==> config.mk <==
export PLATFORM = sky130hd
export DESIGN_NAME = rr_resp_router
export DESIGN_NICKNAME = d
export VERILOG_FILES = /design/src/rtl/rr_resp_router.sv
export SDC_FILE = /design/constraint.sdc
export NUM_CORES = 1
export LEC_CHECK = 0
export CORE_MARGIN = 2
export CORE_UTILIZATION = 40
export DETAILED_ROUTE_END_ITERATION = 8
export PLACE_DENSITY = 0.8
export SYNTH_ARGS = -nofsm -noshare
export SYNTH_HDL_FRONTEND = slang
export SYNTH_SLANG_ARGS = --single-unit
export TNS_END_PERCENT = 20
==> constraint.sdc <==
create_clock -name clk -period 2.95 [get_ports clk]
set_input_delay 0.4425 -clock clk [delete_from_list [all_inputs] [get_ports clk]]
set_output_delay 0.4425 -clock clk [all_outputs]
set_load 0.05 [all_outputs]
==> src/rtl/rr_resp_router.sv <==
// rr_resp_router: slave-side response return stage.
// Tracks {master_id, cmd} of each granted request in an in-order FIFO and
// steers every slave response back to the master that issued it as a
// registered one-cycle pulse. Raises full so the arbiter holds off grants.
// Optional head-of-line timeout: define RR_RESP_TIMEOUT_EN.
module rr_resp_router #(
  parameter int DEPTH   = 4,
  parameter int DATA_W  = 32,
  parameter int TIMEOUT = 255
) (
  input  logic                     clk,
  input  logic                     reset,
  input  logic                     perm0,
  input  logic                     perm1,
  input  logic                     cmd_to,
  input  logic                     s_resp,
  input  logic [DATA_W-1:0]        s_rdata,
  output logic                     resp0,
  output logic                     resp1,
  output logic [DATA_W-1:0]        rdata0,
  output logic [DATA_W-1:0]        rdata1,
  output logic                     resp_err,
  output logic                     full,
  output logic [$clog2(DEPTH):0]   outstanding,
  output logic                     proto_err
);

  localparam int PW = $clog2(DEPTH);
  localparam int CW = PW + 1;

  if (DEPTH < 2 || (DEPTH & (DEPTH - 1)) != 0 || TIMEOUT < 1) begin : g_bad_param
    $error("rr_resp_router: DEPTH must be a power of two >= 2 and TIMEOUT >= 1");
  end

  // Tracking storage: bit 1 = master id, bit 0 = cmd (1 = write)
  logic [1:0]        mem_q [DEPTH];
  logic [PW-1:0]     wr_ptr_q, wr_ptr_d;
  logic [PW-1:0]     rd_ptr_q, rd_ptr_d;
  logic [CW-1:0]     cnt_q, cnt_d;
  logic              proto_err_q, proto_err_d;
  logic              resp0_q, resp1_q;
  logic [DATA_W-1:0] rdata0_q, rdata1_q;

  logic              empty, grant, push, push_id, pop_real, pop, pop_to;
  logic              head_id, head_cmd;
  logic [DATA_W-1:0] pop_data;

`ifdef RR_RESP_TIMEOUT_EN
  localparam int TW = $clog2(TIMEOUT + 1);
  logic [TW-1:0] tmr_q, tmr_d;
  logic          resp_err_q;

  // Head-of-line wait counter; a timeout pop stands in for a missing s_resp
  always_comb begin
    pop_to = !empty && !pop_real && (tmr_q == TW'(TIMEOUT));
    tmr_d  = tmr_q;
    if (empty || pop_real || pop_to) tmr_d = '0;
    else                             tmr_d = tmr_q + 1'b1;
  end

  // Timeout counter and error-flag registers
  always_ff @(posedge clk or posedge reset) begin
    if (reset) begin
      tmr_q      <= '0;
      resp_err_q <= 1'b0;
    end else begin
      tmr_q      <= tmr_d;
      resp_err_q <= pop_to;
    end
  end

  assign resp_err = resp_err_q;
`else
  assign pop_to   = 1'b0;
  assign resp_err = 1'b0;
`endif

  assign head_id  = mem_q[rd_ptr_q][1];
  assign head_cmd = mem_q[rd_ptr_q][0];

  // Push/pop decisions; full is judged on the pre-pop count, so a grant
  // arriving together with a pop is still taken when the FIFO is full
  always_comb begin
    empty    = (cnt_q == '0);
    full     = (cnt_q == CW'(DEPTH));
    grant    = perm0 | perm1;
    push_id  = perm1 & ~perm0;
    pop_real = s_resp & ~empty;
    pop      = pop_real | pop_to;
    push     = grant & (~full | pop);
    pop_data = (head_cmd || pop_to) ? '0 : s_rdata;

    wr_ptr_d = push ? wr_ptr_q + 1'b1 : wr_ptr_q;
    rd_ptr_d = pop  ? rd_ptr_q + 1'b1 : rd_ptr_q;
    cnt_d    = cnt_q;
    if (push && !pop)      cnt_d = cnt_q + 1'b1;
    else if (!push && pop) cnt_d = cnt_q - 1'b1;

    proto_err_d = proto_err_q
                | (perm0 & perm1)
                | (grant & full & ~pop)
                | (s_resp & empty);
  end

  // Entry storage; contents are only meaningful under the count
  always_ff @(posedge clk) begin
    if (push) mem_q[wr_ptr_q] <= {push_id, cmd_to};
  end

  // Pointers, count, sticky error and registered response outputs
  always_ff @(posedge clk or posedge reset) begin
    if (reset) begin
      wr_ptr_q    <= '0;
      rd_ptr_q    <= '0;
      cnt_q       <= '0;
      proto_err_q <= 1'b0;
      resp0_q     <= 1'b0;
      resp1_q     <= 1'b0;
      rdata0_q    <= '0;
      rdata1_q    <= '0;
    end else begin
      wr_ptr_q    <= wr_ptr_d;
      rd_ptr_q    <= rd_ptr_d;
      cnt_q       <= cnt_d;
      proto_err_q <= proto_err_d;
      resp0_q     <= pop & ~head_id;
      resp1_q     <= pop &  head_id;
      if (pop && !head_id) rdata0_q <= pop_data;
      if (pop &&  head_id) rdata1_q <= pop_data;
    end
  end

  assign resp0       = resp0_q;
  assign resp1       = resp1_q;
  assign rdata0      = rdata0_q;
  assign rdata1      = rdata1_q;
  assign outstanding = cnt_q;
  assign proto_err   = proto_err_q;

endmodule

### Yosys cells after proc, flatten, opt, wreduce, memory -nomap -nowiden

Memory sizes are Yosys's and may differ from the RTL's.
Index checks and enable logic that the tools add are counted.

* bitwise operators: 19
* shifts and indexed selects: 0
* mux-type cells: 5
* $mul: 0
* add/sub/neg operators: 4
* order comparisons: 0
* reductions and logical operators: 9
* eq/ne operators: 1
* div/mod/pow operators: 0

Operators with widths (count)
* 32-bit 2-to-1 mux: 1
* 1-bit bitwise AND: 9
* 3-bit 2-to-1 mux: 2
* 1-bit inverter: 5
* 1-bit OR: 5
* 2-bit by 1-bit adder with 2-bit output, second input constant: 2
* 1-bit logical AND: 4
* 3-bit by 1-bit adder with 3-bit output, second input constant: 1
* 3-bit equality test, second input constant: 1
* 1-bit logical NOT: 3
* 3-bit logical NOT: 1
* 3-bit by 1-bit subtractor with 3-bit output, second input constant: 1
* 1-bit 2-to-1 mux: 2
* 2-bit nonzero test: 1

* logic and storage cells: 47
* register bits: 74
* RAM bits: 8
* bits in read-only memories: 0
* latch bits: 0
* memories: 1

Memory list
* mem_q: depth 4, width 2, read ports 1, clocked after Yosys merged registers in 0, wr ports 1, RTL line 36 `logic [1:0] mem_q [DEPTH];`

### Depth between registers and ports, before layout

Gate-level depths: netlist of run 1.

* word-level depth: 9
* depth in mapped cells: 8
* gate-level depth less buffers: 8

### Worst setup path before layout of run 1

No wires, ideal clock.

* path kind: reg2reg
* start: register cnt_q[2] (netlist: outstanding[2])
* end: register cnt_q[1] (netlist: outstanding[1])
* period minus slack after synthesis: 3.523 ns
* library setup time: 0.125 ns
* setup slack: -0.573 ns
* path buffers: 0
* arrival: 3.398 ns
* required time: 2.825 ns
* stages on the path, launching flop included: 7
* cell sequence: dfrtp_1 -> nor3b_1 -> a21oi_1 -> ha_1 -> inv_1 -> fa_1 -> mux2_2

* elaborated cells between the ends (all ways): 13

RTL lines
* from (decl): RTL line 39 `logic [CW-1:0] cnt_q, cnt_d;`
* from (signal assigned): RTL line 124 `cnt_q <= cnt_d;`
* 3-bit equality test: RTL line 85 `full = (cnt_q == CW'(DEPTH));`
* net full: RTL line 23 `output logic full,`
* 1-bit inverter: RTL line 90 `push = grant & (~full | pop);`
* 1-bit OR: RTL line 90
* 1-bit bitwise AND: RTL line 90
* net push: RTL line 44 `logic empty, grant, push, push_id, pop_real, pop, pop_to;`
* 1-bit logical AND: RTL line 96 `if (push && !pop) cnt_d = cnt_q + 1'b1;`
* 3-bit 2-to-1 mux: RTL line 96
* net cnt_d[1]: RTL line 39

The timed path passes the listed nets, and every way through them passes these cells.
A chain may end at the register's enable or synchronous reset.

### Worst setup path after layout of run 1

* start: register cnt_q[0] (netlist: outstanding[0])
* end: output port full

* cells in the longest elaborated chain, start to end: 1

RTL lines (RTL line)
* 3-bit equality test: 85
* to (decl): 23

Every way passes these cells.

==> results of run 1 <==
[per-stage QoR]
step | total power, mW | util [%] | setup slack [ns] | hold WS [ns] | instance area (um^2)
final | 6.42 | 55.4 | 0.578 | 0.502 | 5040
after global routing | 6.75 | 55.4 | 0.501 | 0.520 | 5040
after CTS | 6.51 | 55.4 | 0.549 | 0.506 | 5040
after detailed placement | 5.70 | 53.3 | 0.486 | 0.473 | 4860
after global placement | 5.62 | 53.3 | 0.560 | 0.476 | 4860
after floorplan | 4.70 | - | 0.0472 | 0.481 | 3720
[cell type report]
cell class | count | share of cell area [%]
multi-input cells | 130 | 29.3
repair buffers | 112 | 22.3
flip-flops and latches | 82 | 41.5
clock buffers | 11 | 2.61
inverters | 7 | 0.521
clock inverters | 5 | 1.07
well taps | 111 | 2.75
[report_power, final]
| part | total (mW) | internal (mW) | switching, mW | leakage [nW] |
|---|---|---|---|---|
| logic | 3.76 | 1.59 | 2.17 | 1.18 |
| registers | 1.88 | 1.59 | 0.298 | 1.02 |
| clock network | 0.774 | 0.390 | 0.384 | 0.0936 |
[flip-flops by register name (all words and copies together), names as in the netlist, 2 cells and up]
| register | cells |
|---|---|
| mem_q | 8 |
| outstanding | 3 |
| rd_ptr_q | 2 |
| rdata0 | 32 |
| rdata1 | 32 |
| wr_ptr_q | 2 |
[routing by layer]
layer	global-route usage (%)	vias up
li1	-	1002
met1	20.1	1101
met2	24.5	69
met3	3.27	10
met4	6.01	0
met5	0	-
[cell usage in the layout, fill, tap and decap left out, drive strengths merged, types with 4 or more instances in the layout]
master	n
buf	4
edfxtp	8
mux2	66
nor2	4
nor2b	33
and2	4
ha	5
inv	8
xnor2	4
clkbuf	11
dfrtp	74
clkdlybuf4s50	108
[how the worst max path moves through the flow]
stage,end,start,slack (ns)
after floorplan,outstanding[1]$_DFFE_PP0P_,outstanding[2]$_DFFE_PP0P_,0.05
after global placement,outstanding[1]$_DFFE_PP0P_,s_resp,0.56
after detailed placement,outstanding[1]$_DFFE_PP0P_,s_resp,0.49
after CTS,full,outstanding[0]$_DFFE_PP0P_,0.55
after global routing,full,outstanding[0]$_DFFE_PP0P_,0.50
final,full,outstanding[0]$_DFFE_PP0P_,0.58
[cells by family (layout without fill, tap and decap cells)]
logic type	count (synthesis)	in the layout
flip-flops	82	82
multiplexers	69	69
AND/OR/NAND/NOR	44	44
buffers and inverters	17	135
adder cells (fa/ha/maj)	6	6
XOR/XNOR	6	6
AO/OA/AOI/OAI	4	4
other	1	1
[worst register-to-register path, cell delays in order, from the launching register on]
cell and delay, ns:
dfrtp_1 0.49, o31a_1 0.40, inv_1 0.21, ha_1 0.23, inv_1 0.06, fa_1 0.37, xor2_1 0.15, nor2_1 0.11
xor2_1 0.15
==> results.toml, run 1 <==
[outcome]
status = "completed"

[floorplan]
dieHeight_um = 100
ioPinCount = 110
fp.coreArea_um2 = 9110
rows = 35
start_util_pct = 40.8
dieArea_um2 = 10100
die_w_um = 100

[yosys]
synth_cells = 229
synth_area_per_cell_um2 = 16.2
synth-adder-area-share_pct = 2.22
synth_compound_area_share_pct = 0.841
ys_warn_count = 0
ys_seq_area_share_pct = 56.3
synth_most_common_cell = "dfrtp_1"
netlist_area_um2 = 3720
synth_cell_type_count = 27
synth_top_area_cell = "dfrtp_1"
ys_seq_elements = 82
yosys.area_share.simple_pct = 7.67
async_flop_share_pct = 90.2
synth_edf_count = 8
synth.area.top_cells = "dfrtp_1 50%, mux2_4 23%, edfxtp_1 6.5%"
synth-xor-area-share_pct = 1.41
synth_top_area_share_pct = 49.8
muxShareOfSynthArea_pct = 27.3
syn_nets = 273
synth_ff_type = "dfrtp_1"
synth_top_family_by_area = "multiplexers"
synth_commonest_cells = "74 x dfrtp_1, 58 x mux2_4, 33 x nor2b_1"

[routing]
avgViaCountPerCell = 4.76
route.met2.wl_mm = 3.62
finalWirelength_mm = 7.37
drc_errors = 0
wl_met3_um = 345
antenna_left = 0
routedLengthMet1_mm = 3.32
top_layer = "met4"
dr.pass1.iters = 4
dr.first_iter.drc_count = 26
wl_per_cell_um = 16.1
via_count = 2182

[worst_hold_path]
min_path_type = "register to register"
holdCritStartpoint = "proto_err$_DFF_PP0_"
holdPathEnd = "proto_err$_DFF_PP0_"
hold_depth = 1

[sta]
hold_violations = 0
fin_setup_tns_ns = 0
worst_pin_slew_ns = 0.713
fin_crit_sh_pct = 80.4
setup_viol_count_final = 0
rsz0062_at_grt = "no"
relSlewSlack_pct = 52.4
min_period_ns = 2.37
max_freq_ghz = 0.422
fin_skew_ns = 0.0175
maxSlewViolCount = 0

[critical_path]
end_kind = "primary output"
cp_max_fo = 6
critPathBufInv = 1
slowest_delay_ns = 0.84
criticalPathCategory = "register to primary output"
r2r_setup_slack_ns = 0.74
crit_path_cell_trace = "nor3b_2, clkdlybuf4s50_1"
critical_path.startpoint_type = "register"
worstPathRequired_ns = 2.51
ff2ff_path_depth = 8
cp.depth = 2
slowest_stage = "clkdlybuf4s50_1"
r2r_end = "outstanding[2]$_DFFE_PP0P_"
r2r_start = "outstanding[0]$_DFFE_PP0P_"
cp.arrival_ns = 1.93
critPathTopFamily = "buffers and inverters"

[global_routing]
grt_max_degree = 43
grt_pass1_vias = 2288
antenna_found_initial = 0
grt_pass1_wl_mm = 11.8
grt_use_total_pct = 15.2
gr-total-overflow = 0

[layout]
regArea_um2 = 2090
nets = 386
nFillCells = 767
area_delta_synth_final_pct = 35.6
final_layout_size_suffix_gt1_share_pct = 25.9
instances_no_fill = 458
multi_input_area_um2 = 1480
n_antenna_cell = 0

[placement]
dp.cells = 442
gp_congestion = 0.724
io_buffers = 108
post-dp-hpwl_mm = 5.07

[clock_tree]
cts_setup_buffers = 0
numCtsBuffers = 9
cts_buffer_depth = 2
hold_buffers = 0
cts_tree = "yes"
clk_pin_slew_ns = 0.09
cts_root_buffer = "clkbuf_8"
htree_levels = 3
cts.sinks = 82
postCtsResizedCells = 0
clk_latency_ns = 0.34

[power_and_ir_drop]
p_per_area_nw_per_um2 = 1270
ir_drop_v = 0.000741
total_leakage_power_nw = 2.30

[flow_run]
max-cap-violations = 0
Power figures use the tool's default switching activity.
==> inputs of run 2 (changes only) <==
clock period = 2.4 ns   (was 2.95 ns; I/O delays follow)
==> run 2 against run 1 <==
  * Sequential cell count did not move
  * Sequential share of layout area decreased by 0.36 points
  * Utilization increased by 0.59 points
  * Largest power group unchanged
  * Routed wire length decreased by 2.7%
  * Cell area increased by 1.1%
  * Highest routed layer unchanged
  * Worst setup slack worse by 0.40 ns
  * Global-route usage grew 0.10 points
  * First-iteration DRC count increased by 92%
==> results.toml, run 2 (synthesis results as in run 1) <==
[outcome]
status = "completed"

[sta]
min_period_ns = 2.23
fin_setup_tns_ns = 0
fin_skew_ns = 0.0158
worst_pin_slew_ns = 0.692
relSlewSlack_pct = 53.8
max_freq_ghz = 0.449
rsz0062_at_grt = "no"
maxSlewViolCount = 0
fin_crit_sh_pct = 92.7
setup_viol_count_final = 0
hold_violations = 0

[floorplan]
dieArea_um2 = 10100
dieHeight_um = 100
fp.coreArea_um2 = 9110
die_w_um = 100
start_util_pct = 40.8
ioPinCount = 110
rows = 35

[routing]
dr.first_iter.drc_count = 50
drc_errors = 0
avgViaCountPerCell = 4.63
dr.pass1.iters = 4
via_count = 2136
wl_per_cell_um = 15.6
finalWirelength_mm = 7.17
antenna_left = 0

[critical_path]
worstPathRequired_ns = 2.04
ff2ff_path_depth = 8
end_kind = "primary output"
cp_max_fo = 6
criticalPathCategory = "register to primary output"
critical_path.startpoint_type = "register"
cp.arrival_ns = 1.87

[clock_tree]
postCtsResizedCells = 0
cts_root_buffer = "clkbuf_8"
cts_tree = "yes"
hold_buffers = 0
cts_setup_buffers = 0
cts.sinks = 82
clk_pin_slew_ns = 0.09
numCtsBuffers = 9
htree_levels = 3
clk_latency_ns = 0.34
cts_buffer_depth = 2

[global_routing]
grt_pass1_vias = 2359
grt_pass1_wl_mm = 12.0
gr-total-overflow = 0
grt_use_total_pct = 15.3
antenna_found_initial = 0
grt_max_degree = 75

[power_and_ir_drop]
ir_drop_v = 0.000775
p_per_area_nw_per_um2 = 1550
total_leakage_power_nw = 2.31

[worst_hold_path]
min_path_type = "input port to asynchronous set/reset pin"

[placement]
io_buffers = 108
place_area_um2 = 4930
dp.cells = 445
post-dp-hpwl_mm = 4.84
gp_congestion = 0.761

[layout]
stdcell_area_um2 = 5100
final_layout_size_suffix_gt1_share_pct = 28.0
area_delta_synth_final_pct = 37.1
n_antenna_cell = 0
mostFrequentLayoutCell = "clkdlybuf4s50_1"
utilization_pct = 55.9
nets = 389
instances_no_fill = 461
layout_common_cells = "108 x clkdlybuf4s50_1, 71 x dfrtp_1, 58 x mux2_4"

[flow_run]
max-cap-violations = 0
## run 2: path summary, 6_finish.rpt
kind                                               to                        from  slack, ns
min in group clk                  proto_err$_DFF_PP0_         proto_err$_DFF_PP0_       0.49
min reg2reg                       proto_err$_DFF_PP0_         proto_err$_DFF_PP0_       0.49
min                               proto_err$_DFF_PP0_                       reset       0.42
max reg2reg                outstanding[2]$_DFFE_PP0P_  outstanding[0]$_DFFE_PP0P_       0.27
max in group asynchronous       rdata1[2]$_DFFE_PP0P_                       reset       1.66
max                                              full  outstanding[1]$_DFFE_PP0P_       0.17
## run 2: through the flow
| stage | total power, mW | hold slack (ns) | setup WS [ns] |
|---|---|---|---|
| 2_1_floorplan | 5.80 | 0.459 | -0.00697 |
| 3_3_place_gp | 7.03 | 0.480 | 0.160 |
| 3_5_place_dp | 7.10 | 0.477 | 0.0990 |
| 4_1_cts | 7.99 | 0.430 | 0.146 |
| 5_1_grt | 8.32 | 0.465 | 0.112 |
| 6_report | 7.88 | 0.420 | 0.174 |
## run 2: worst max-delay path: stages, from the launching register on
cell	delay [ns]
dfrtp_2	0.47
nor3b_4	0.23
clkdlybuf4s50_1	0.83
## run 2: power breakdown
| part | internal [mW] | total, mW | switching [mW] | leakage [nW] |
|---|---|---|---|---|
| clock | 0.374 | 0.854 | 0.480 | 0.0796 |
| combinational | 2.03 | 4.71 | 2.68 | 1.21 |
| sequential | 1.95 | 2.31 | 0.358 | 1.02 |
| total | 4.36 | 7.88 | 3.52 | 2.31 |
## run 2: layer usage
metal  track usage (%)  vias up  share of wire [%]
met4              5.06        0                1.4
met3              4.81       10                6.9
met1              21.5     1054                 45
met5                 0        -                  0
met2              22.6       73                 46
li1                  -      999                  -
## run 2: final cells by class
cell class | count | area (um^2)
Fill cell | 755 | 4010
Multi-Input combinational cell | 130 | 1490
Timing Repair Buffer | 115 | 1180
Tap cell | 111 | 139
Clock buffer | 11 | 131
Inverter | 7 | 26.3
Sequential cell | 82 | 2100
Clock inverter | 5 | 31.3
==> inputs of run 3 (changes only) <==
MAX_ROUTING_LAYER = met4   (was default)
PLACE_DENSITY = 0.66   (was 0.8)
==> run 3 against run 2 <==
  * First-iteration DRC count is 40% lower
  * Power grew 1.7%
  * Fmax barely moved
  * Via count increased by 2.6%
  * Clock-buffer cell count stayed put
  * Clock skew decreased by 0.0038 ns
  * Combinational power barely moved
  * Routed wire length increased by 2.0%
  * Non-clock buffer count grew 7
==> results.toml, run 3 (synthesis results as in run 1) <==
[outcome]
status = "completed"

[floorplan]
ioPinCount = 110
start_util_pct = 40.8
die_w_um = 100
fp.coreArea_um2 = 9110
dieHeight_um = 100
rows = 35
dieArea_um2 = 10100

[critical_path]
ff2ff_path_depth = 4
cp_max_fo = 6
crit_path_cell_trace = "nor3b_4, clkdlybuf4s50_1"
end_kind = "primary output"
criticalPathCategory = "register to primary output"
cp.arrival_ns = 1.87
worstPathRequired_ns = 2.04
critical_path.startpoint_type = "register"
slowest_stage = "clkdlybuf4s50_1"
slowest_delay_ns = 0.84

[global_routing]
grt_use_total_pct = 15.6
antenna_found_initial = 0
gr-total-overflow = 0
grt_max_degree = 33
grt_pass1_wl_mm = 11.8
grt_pass1_vias = 2232

[routing]
dr.first_iter.drc_count = 30
dr.pass1.iters = 4
drc_errors = 0
avgViaCountPerCell = 4.69
via_count = 2191
antenna_left = 0
finalWirelength_mm = 7.32
wl_per_cell_um = 15.7

[layout]
nets = 396
final_layout_size_suffix_gt1_share_pct = 29.5
utilization_pct = 56.4
stdcell_area_um2 = 5140
area_delta_synth_final_pct = 38.3
layout_common_cells = "108 x clkdlybuf4s50_1, 71 x dfrtp_1, 58 x mux2_4"
mostFrequentLayoutCell = "clkdlybuf4s50_1"
instances_no_fill = 467
n_antenna_cell = 0

[power_and_ir_drop]
total_leakage_power_nw = 2.34
pwr-share-comb_pct = 59.0
p_clk_share_pct = 12.3
seqPwrFrac_pct = 28.8
p_per_area_nw_per_um2 = 1560
finalPower_mw = 8.01
power.internal_mw = 4.49
ir_drop_v = 0.000810
switching_share_pct = 44.0
switching_power_mw = 3.52

[placement]
post-dp-hpwl_mm = 5.17
dp.cells = 452
place_area_um2 = 4950
gp_congestion = 0.738
place_ws_ns = 0.163
io_buffers = 108

[sta]
fin_setup_tns_ns = 0
worst_pin_slew_ns = 0.704
relSlewSlack_pct = 53.1
max_freq_ghz = 0.449
hold_violations = 0
maxSlewViolCount = 0
fin_ws_ns = 0.174
rsz0062_at_grt = "no"
fin_skew_ns = 0.0119
min_period_ns = 2.23
fin_crit_sh_pct = 92.8
timing.hold.ws_ns = 0.422
setup_viol_count_final = 0

[clock_tree]
htree_levels = 3
numCtsBuffers = 9
cts_buffer_depth = 2
postCtsResizedCells = 0
hold_buffers = 0
clk_pin_slew_ns = 0.08
clk_latency_ns = 0.34
cts_tree = "yes"
cts_root_buffer = "clkbuf_8"
cts.sinks = 82
cts_setup_buffers = 0

[flow_run]
max-cap-violations = 0

[worst_hold_path]
min_path_type = "input port to asynchronous set/reset pin"
-- run 3: cell count changes in the layout (fill, tap and decap cells not counted), sizes merged --
cell      change
clkinv        -1
buf           +7
bufinv        +1
clkinvlp      -1
-- run 3: power groups by stage --
stage	combinational, mW	clock, mW	sequential (mW)
finish	4.73	0.983	2.30
global route	4.98	1.08	2.37
CTS	4.79	1.03	2.31
detailed placement	4.78	0	2.32
global placement	4.73	0	2.32
floorplan	1.95	0	3.85
-- run 3: routing by layer --
metal  wire (um)  GRT usage (%)
met3         470           4.25
met4          72           6.01
met5           0              -
met1        3450           21.7
met2        3330           21.9
-- run 3: final cells by class --
class	instances	area [um^2]
clock buffers	11	141
multi-input cells	130	1490
well taps	111	139
fillers	766	3970
repair buffers	122	1200
flip-flops and latches	82	2100
inverters	7	26.3
clock inverters	4	51.3
-- run 3: worst max-delay path, delay by kind of cell (launching register included) --
kind / cells / cell delay [ns]
buf+inv: 1 / 0.84
simple gates: 1 / 0.23
flops: 1 / 0.47
-- run 3: path summary, 6_finish.rpt --
check | startpoint | end | slack (ns)
setup reg to reg | rd_ptr_q[0]$_DFFE_PP0P_ | rdata1[8]$_DFFE_PP0P_ | 0.40
min in group clk | proto_err$_DFF_PP0_ | proto_err$_DFF_PP0_ | 0.50
setup / recovery | outstanding[1]$_DFFE_PP0P_ | full | 0.17
hold reg to reg | proto_err$_DFF_PP0_ | proto_err$_DFF_PP0_ | 0.50
hold / removal | reset | rdata1[7]$_DFFE_PP0P_ | 0.42
max in group asynchronous | reset | rdata0[27]$_DFFE_PP0P_ | 1.31
